==> config.mk <==
export PLATFORM = sky130hd
export DESIGN_NAME = stream_rsc_encoder
export DESIGN_NICKNAME = d
export VERILOG_FILES = /design/src/rtl/stream_rsc_encoder.sv
export SDC_FILE = /design/constraint.sdc
export NUM_CORES = 1
export LEC_CHECK = 0
export CORE_ASPECT_RATIO = 0.8
export CORE_MARGIN = 2
export CORE_UTILIZATION = 39
export DETAILED_ROUTE_END_ITERATION = 10
export PLACE_DENSITY_LB_ADDON = 0.12
export SYNTH_ARGS = -nofsm -noshare
export SYNTH_HDL_FRONTEND = slang
export SYNTH_SLANG_ARGS = --single-unit
==> constraint.sdc <==
create_clock -name clk -period 3.2 [get_ports clk]
set_input_delay 0.8 -clock clk [delete_from_list [all_inputs] [get_ports clk]]
set_output_delay 0.8 -clock clk [all_outputs]
set_load 0.02 [all_outputs]
==> src/rtl/stream_rsc_encoder.sv <==
// -----------------------------------------------------------------------------
// stream_rsc_encoder
//
// Streaming rate-1/2 recursive systematic convolutional encoder with trellis
// termination. It takes one information bit per input handshake and emits one
// coded symbol per output handshake. After SYMBOLS data symbols, M tail symbols
// drive the trellis back to state 0, so every frame is SYMBOLS+M symbols long.
//
// Ports:
//   clk         clock
//   rstn        asynchronous active-low reset
//   in_valid    in_bit is valid
//   in_ready    encoder accepts in_bit this cycle (combinational)
//   in_bit      information bit
//   out_valid   output symbol valid
//   out_ready   downstream accepts the symbol
//   out_symbol  {sys, par}, sys is the MSB
//   out_sys     BPSK-mapped systematic bit (0 -> +1.0, 1 -> -1.0)
//   out_par     BPSK-mapped parity bit
//   out_tail    symbol is a termination symbol
//   out_last    final tail symbol of the frame
//   busy        a frame is in progress
// -----------------------------------------------------------------------------
module stream_rsc_encoder #(
    parameter int                      BITS      = 16,
    parameter string                   PRECISION = "HALF",
    parameter int                      STATES    = 4,
    parameter int                      SYMBOLS   = 10,
    parameter logic [$clog2(STATES):0] FB_POLY   = 3'b111,
    parameter logic [$clog2(STATES):0] FF_POLY   = 3'b101
) (
    input  logic            clk,
    input  logic            rstn,
    input  logic            in_valid,
    output logic            in_ready,
    input  logic            in_bit,
    output logic            out_valid,
    input  logic            out_ready,
    output logic [1:0]      out_symbol,
    output logic [BITS-1:0] out_sys,
    output logic [BITS-1:0] out_par,
    output logic            out_tail,
    output logic            out_last,
    output logic            busy
);

    localparam int M     = $clog2(STATES);
    localparam int CNT_W = $clog2(SYMBOLS + 1);
    localparam int TC_W  = (M > 1) ? $clog2(M) : 1;

    localparam logic [BITS-1:0] POS_ONE = (PRECISION == "SINGLE") ?
                                          BITS'(32'h3F80_0000) : BITS'(16'h3C00);
    localparam logic [BITS-1:0] NEG_ONE = (PRECISION == "SINGLE") ?
                                          BITS'(32'hBF80_0000) : BITS'(16'hBC00);

    typedef enum logic {
        ST_DATA,
        ST_TAIL
    } state_t;

    // Bit 0 -> +1.0, bit 1 -> -1.0
    function automatic logic [BITS-1:0] bpsk_map(input logic b);
        return b ? NEG_ONE : POS_ONE;
    endfunction

    // Feedback contribution of the delay line (excludes the input tap).
    // s[0] is the newest register, so polynomial bit j taps s[M-1-j].
    function automatic logic fb_tap_sum(input logic [M-1:0] s);
        logic r;
        r = 1'b0;
        for (int j = 0; j < M; j++) begin
            r = r ^ (FB_POLY[j] & s[M-1-j]);
        end
        return r;
    endfunction

    // Feedforward contribution of the delay line (excludes the D^0 tap).
    function automatic logic ff_tap_sum(input logic [M-1:0] s);
        logic r;
        r = 1'b0;
        for (int j = 0; j < M; j++) begin
            r = r ^ (FF_POLY[j] & s[M-1-j]);
        end
        return r;
    endfunction

    state_t           fsm;
    logic [M-1:0]     enc_state;
    logic [CNT_W-1:0] bit_cnt;
    logic [TC_W-1:0]  tail_cnt;

    // Output register stage
    logic             vld_p0;
    logic [1:0]       sym_p0;
    logic [BITS-1:0]  sys_p0;
    logic [BITS-1:0]  par_p0;
    logic             tail_p0;
    logic             last_p0;

    logic             slot_free;
    logic             load;
    logic             enc_u;
    logic             enc_a;
    logic             enc_p;
    logic [M:0]       shifted;
    logic [M-1:0]     state_nxt;

    assign slot_free = !vld_p0 || out_ready;
    assign in_ready  = rstn && slot_free && (fsm == ST_DATA);
    assign load      = (fsm == ST_DATA) ? (in_valid && in_ready) : slot_free;

    // In TAIL the input equals the feedback sum, which forces a = 0 and
    // shifts a zero into the delay line on every termination step.
    always_comb begin
        enc_u     = (fsm == ST_TAIL) ? fb_tap_sum(enc_state) : in_bit;
        enc_a     = enc_u ^ fb_tap_sum(enc_state);
        enc_p     = (FF_POLY[M] & enc_a) ^ ff_tap_sum(enc_state);
        shifted   = {enc_state, enc_a};
        state_nxt = shifted[M-1:0];
    end

    always_ff @(posedge clk or negedge rstn) begin
        if (!rstn) begin
            fsm       <= ST_DATA;
            enc_state <= '0;
            bit_cnt   <= '0;
            tail_cnt  <= '0;
            vld_p0    <= 1'b0;
            sym_p0    <= 2'b00;
            sys_p0    <= POS_ONE;
            par_p0    <= POS_ONE;
            tail_p0   <= 1'b0;
            last_p0   <= 1'b0;
        end else begin
            if (load) begin
                enc_state <= state_nxt;
                vld_p0    <= 1'b1;
                sym_p0    <= {enc_u, enc_p};
                sys_p0    <= bpsk_map(enc_u);
                par_p0    <= bpsk_map(enc_p);
                if (fsm == ST_DATA) begin
                    tail_p0 <= 1'b0;
                    last_p0 <= 1'b0;
                    if (bit_cnt == CNT_W'(SYMBOLS - 1)) begin
                        bit_cnt  <= '0;
                        tail_cnt <= '0;
                        fsm      <= ST_TAIL;
                    end else begin
                        bit_cnt <= bit_cnt + CNT_W'(1);
                    end
                end else begin
                    tail_p0 <= 1'b1;
                    if (tail_cnt == TC_W'(M - 1)) begin
                        last_p0  <= 1'b1;
                        tail_cnt <= '0;
                        fsm      <= ST_DATA;
                    end else begin
                        last_p0  <= 1'b0;
                        tail_cnt <= tail_cnt + TC_W'(1);
                    end
                end
            end else if (out_ready) begin
                vld_p0 <= 1'b0;
            end
        end
    end

    assign out_valid  = vld_p0;
    assign out_symbol = sym_p0;
    assign out_sys    = sys_p0;
    assign out_par    = par_p0;
    assign out_tail   = tail_p0;
    assign out_last   = last_p0;
    assign busy       = (bit_cnt != '0) || (fsm == ST_TAIL);

endmodule

==> impl_metrics.toml <==
[timing]
fin_crit_sh = 0.951
layout_min_cycle_time_ns = 3.04
finClkSkew_ns = 0.00668
slew_violations = 0
tns_ns = 0
max_freq_ghz = 0.328
finalHoldViolCount = 0
setup_viol = 0
relSlewSlack = 0.520
worst_slew_pin_slew_ns = 0.719
rsz0062_at_grt = "false"

[routing]
route.vias.total = 625
drc = 0
vias_per_cell = 4.60
wl_per_cell_um = 10.9
firstDrtPassIters = 5
drt-total-wl_um = 1490
antenna_left = 0
drt_iter0_drc = 4

[synthesis]
syn_area_per_cell_um2 = 9.24
yosysWarnings = 0
synthCells = 98
synth_cell_types = 32
ys_seq_area_frac = 0.359
netlist_area_um2 = 906
ys_seq_elements = 13

[power_and_ir_drop]
p_total_uw = 743
power_density_nw_per_um2 = 771
p_leak_nw = 0.440
peakVddDrop_mv = 0.434

[layout]
fin_nets = 117
n_antenna_cell = 0
final_common_cell = "conb_1"
syn_to_final_growth_pct = 6.49
finalNonFillerCells = 136
most-common-layout-cells = "conb_1 (30), dfrtp_1 (13), clkdlybuf4s50_1 (13), nand2_1 (7)"
drive_gt1_frac = 0.0721

[floorplan]
ios = 44
die_area_um2 = 2730
start_util = 0.416
die_y_um = 47.1
rows = 15
chipWidth_um = 57.9
fp.coreArea_um2 = 2180

[clocking]
clock_latency_ns = 0.28
cts_buffers = 3
post_cts_buffers = 0
clk_pin_slew_ns = 0.07
cts_tree = "yes"
cts-htree-levels = 1
hold_buffers = 0
cts_resized = 0
clkSinkCount = 13
cts.path.max_buffers = 2
root_buffer = "clkbuf_4"

[worst_setup_path]
crit_path_max_fanout = 5
critical_path_class = "in2out"
crit_path_start_kind = "input port"
cp-end-kind = "output pin"
worstPathArrival_ns = 2.24
crit_required_ns = 2.40

[global_routing]
antenna_found_initial = 0
grt_max_degree = 18
grt_overflow_total = 0
grt_usage = 0.127
grt_pass1_wl_um = 2490
grt_pass1_vias = 541

[place]
port_buffers = 13
gp_congestion = 0.727
placedCellCount = 132
dp_hpwl_um = 1110

[hold_path]
hold_path_class = "reg2reg"

[outcome]
status = "finished clean"

[run]
maxCapViolations = 0
## metal layers
metal,part of all wire,global-route usage
met3,0.10,0.0523
met1,0.47,0.160
met2,0.42,0.200
met4,0.0087,0.0419
met5,0,0
## worst max-delay path, cell delays in order
cell	delay, ns
clkdlybuf4s50_1	0.47
nand2b_1	0.19
and3_1	0.18
clkdlybuf4s50_1	0.60
## power breakdown
| group | leakage [nW] | switching [mW] | internal, mW | total (mW) |
|---|---|---|---|---|
| clock | 0.0150 | 0.0537 | 0.0484 | 0.102 |
| sequential | 0.155 | 0.0724 | 0.231 | 0.303 |
| combinational | 0.269 | 0.174 | 0.164 | 0.338 |
| total | 0.440 | 0.300 | 0.443 | 0.743 |
## final timing paths
path,from,end,slack [ns],cells after the start
min,tail_cnt,tail_cnt,0.48,1
min in group asynchronous,rstn,out_symbol[0],0.86,2
max reg2reg,out_valid,enc_state[1],1.55,3
max in group asynchronous,rstn,enc_state[0],2.16,2
max,out_ready,in_ready,0.16,4
min reg2reg,tail_cnt,tail_cnt,0.48,1
## per-stage QoR
step | cell area (µm²) | utilization | hold slack, ns | setup WS (ns)
after floorplan | 1010 | - | 0.451 | 1.17
after global placement | 938 | 0.431 | 0.465 | 0.158
after detailed placement | 938 | 0.431 | 0.467 | 0.165
after CTS | 965 | 0.443 | 0.477 | 0.142
after global routing | 965 | 0.443 | 0.509 | 0.0588
final | 965 | 0.443 | 0.477 | 0.155
## logic make-up after synthesis
| group | count (synthesis) | synth area share |
|---|---|---|
| flip-flops | 13 | 0.359 |
| multiplexers | 5 | 0.0608 |
| buffers and inverters | 36 | 0.283 |
| AND/OR/NAND/NOR | 26 | 0.160 |
| other | 2 | 0.00829 |
| AO/OA/AOI/OAI | 11 | 0.0801 |
| XOR/XNOR | 5 | 0.0484 |
## registers in the layout (all words and copies together), names as in the netlist
name and count:
bit_cnt 4, tail_cnt 1, enc_state 2, out_valid 1, out_symbol 2, fsm 1, out_last 1, out_tail 1
## cell usage after synthesis, drive strengths merged
master | count | area share
conb | 2 | 0.0083
xnor2 | 3 | 0.029
xor2 | 2 | 0.019
nor2 | 4 | 0.017
nor4b | 1 | 0.0097
nand4 | 1 | 0.0069
and3 | 1 | 0.0069
nand2 | 7 | 0.029
o31ai | 1 | 0.0083
a211oi | 1 | 0.0083
nor3 | 1 | 0.0055
dfrtp | 13 | 0.36
nand3 | 1 | 0.0055
o21ai | 4 | 0.022
a221o | 1 | 0.011
mux2i | 1 | 0.011
clkbuf | 1 | 0.0041
a22o | 1 | 0.0097
inv | 2 | 0.0083
nor2b | 3 | 0.021
o311ai | 1 | 0.0097
mux2 | 4 | 0.050
or4 | 1 | 0.0083
nand2b | 1 | 0.0069
nand3b | 1 | 0.0083
nand4b | 1 | 0.0097
buf | 33 | 0.27
a21oi | 2 | 0.011
nand4bb | 1 | 0.012
nor4 | 2 | 0.014
## area by class of cell
class | count | area, µm²
clock buffer | 4 | 26.3
fill | 225 | 1210
tap | 25 | 31.3
sequential | 13 | 325
multi-input combinational | 77 | 429
timing repair buffer | 15 | 145
inverter | 2 | 7.51
Note: power is estimated with default switching activity, not from simulation.
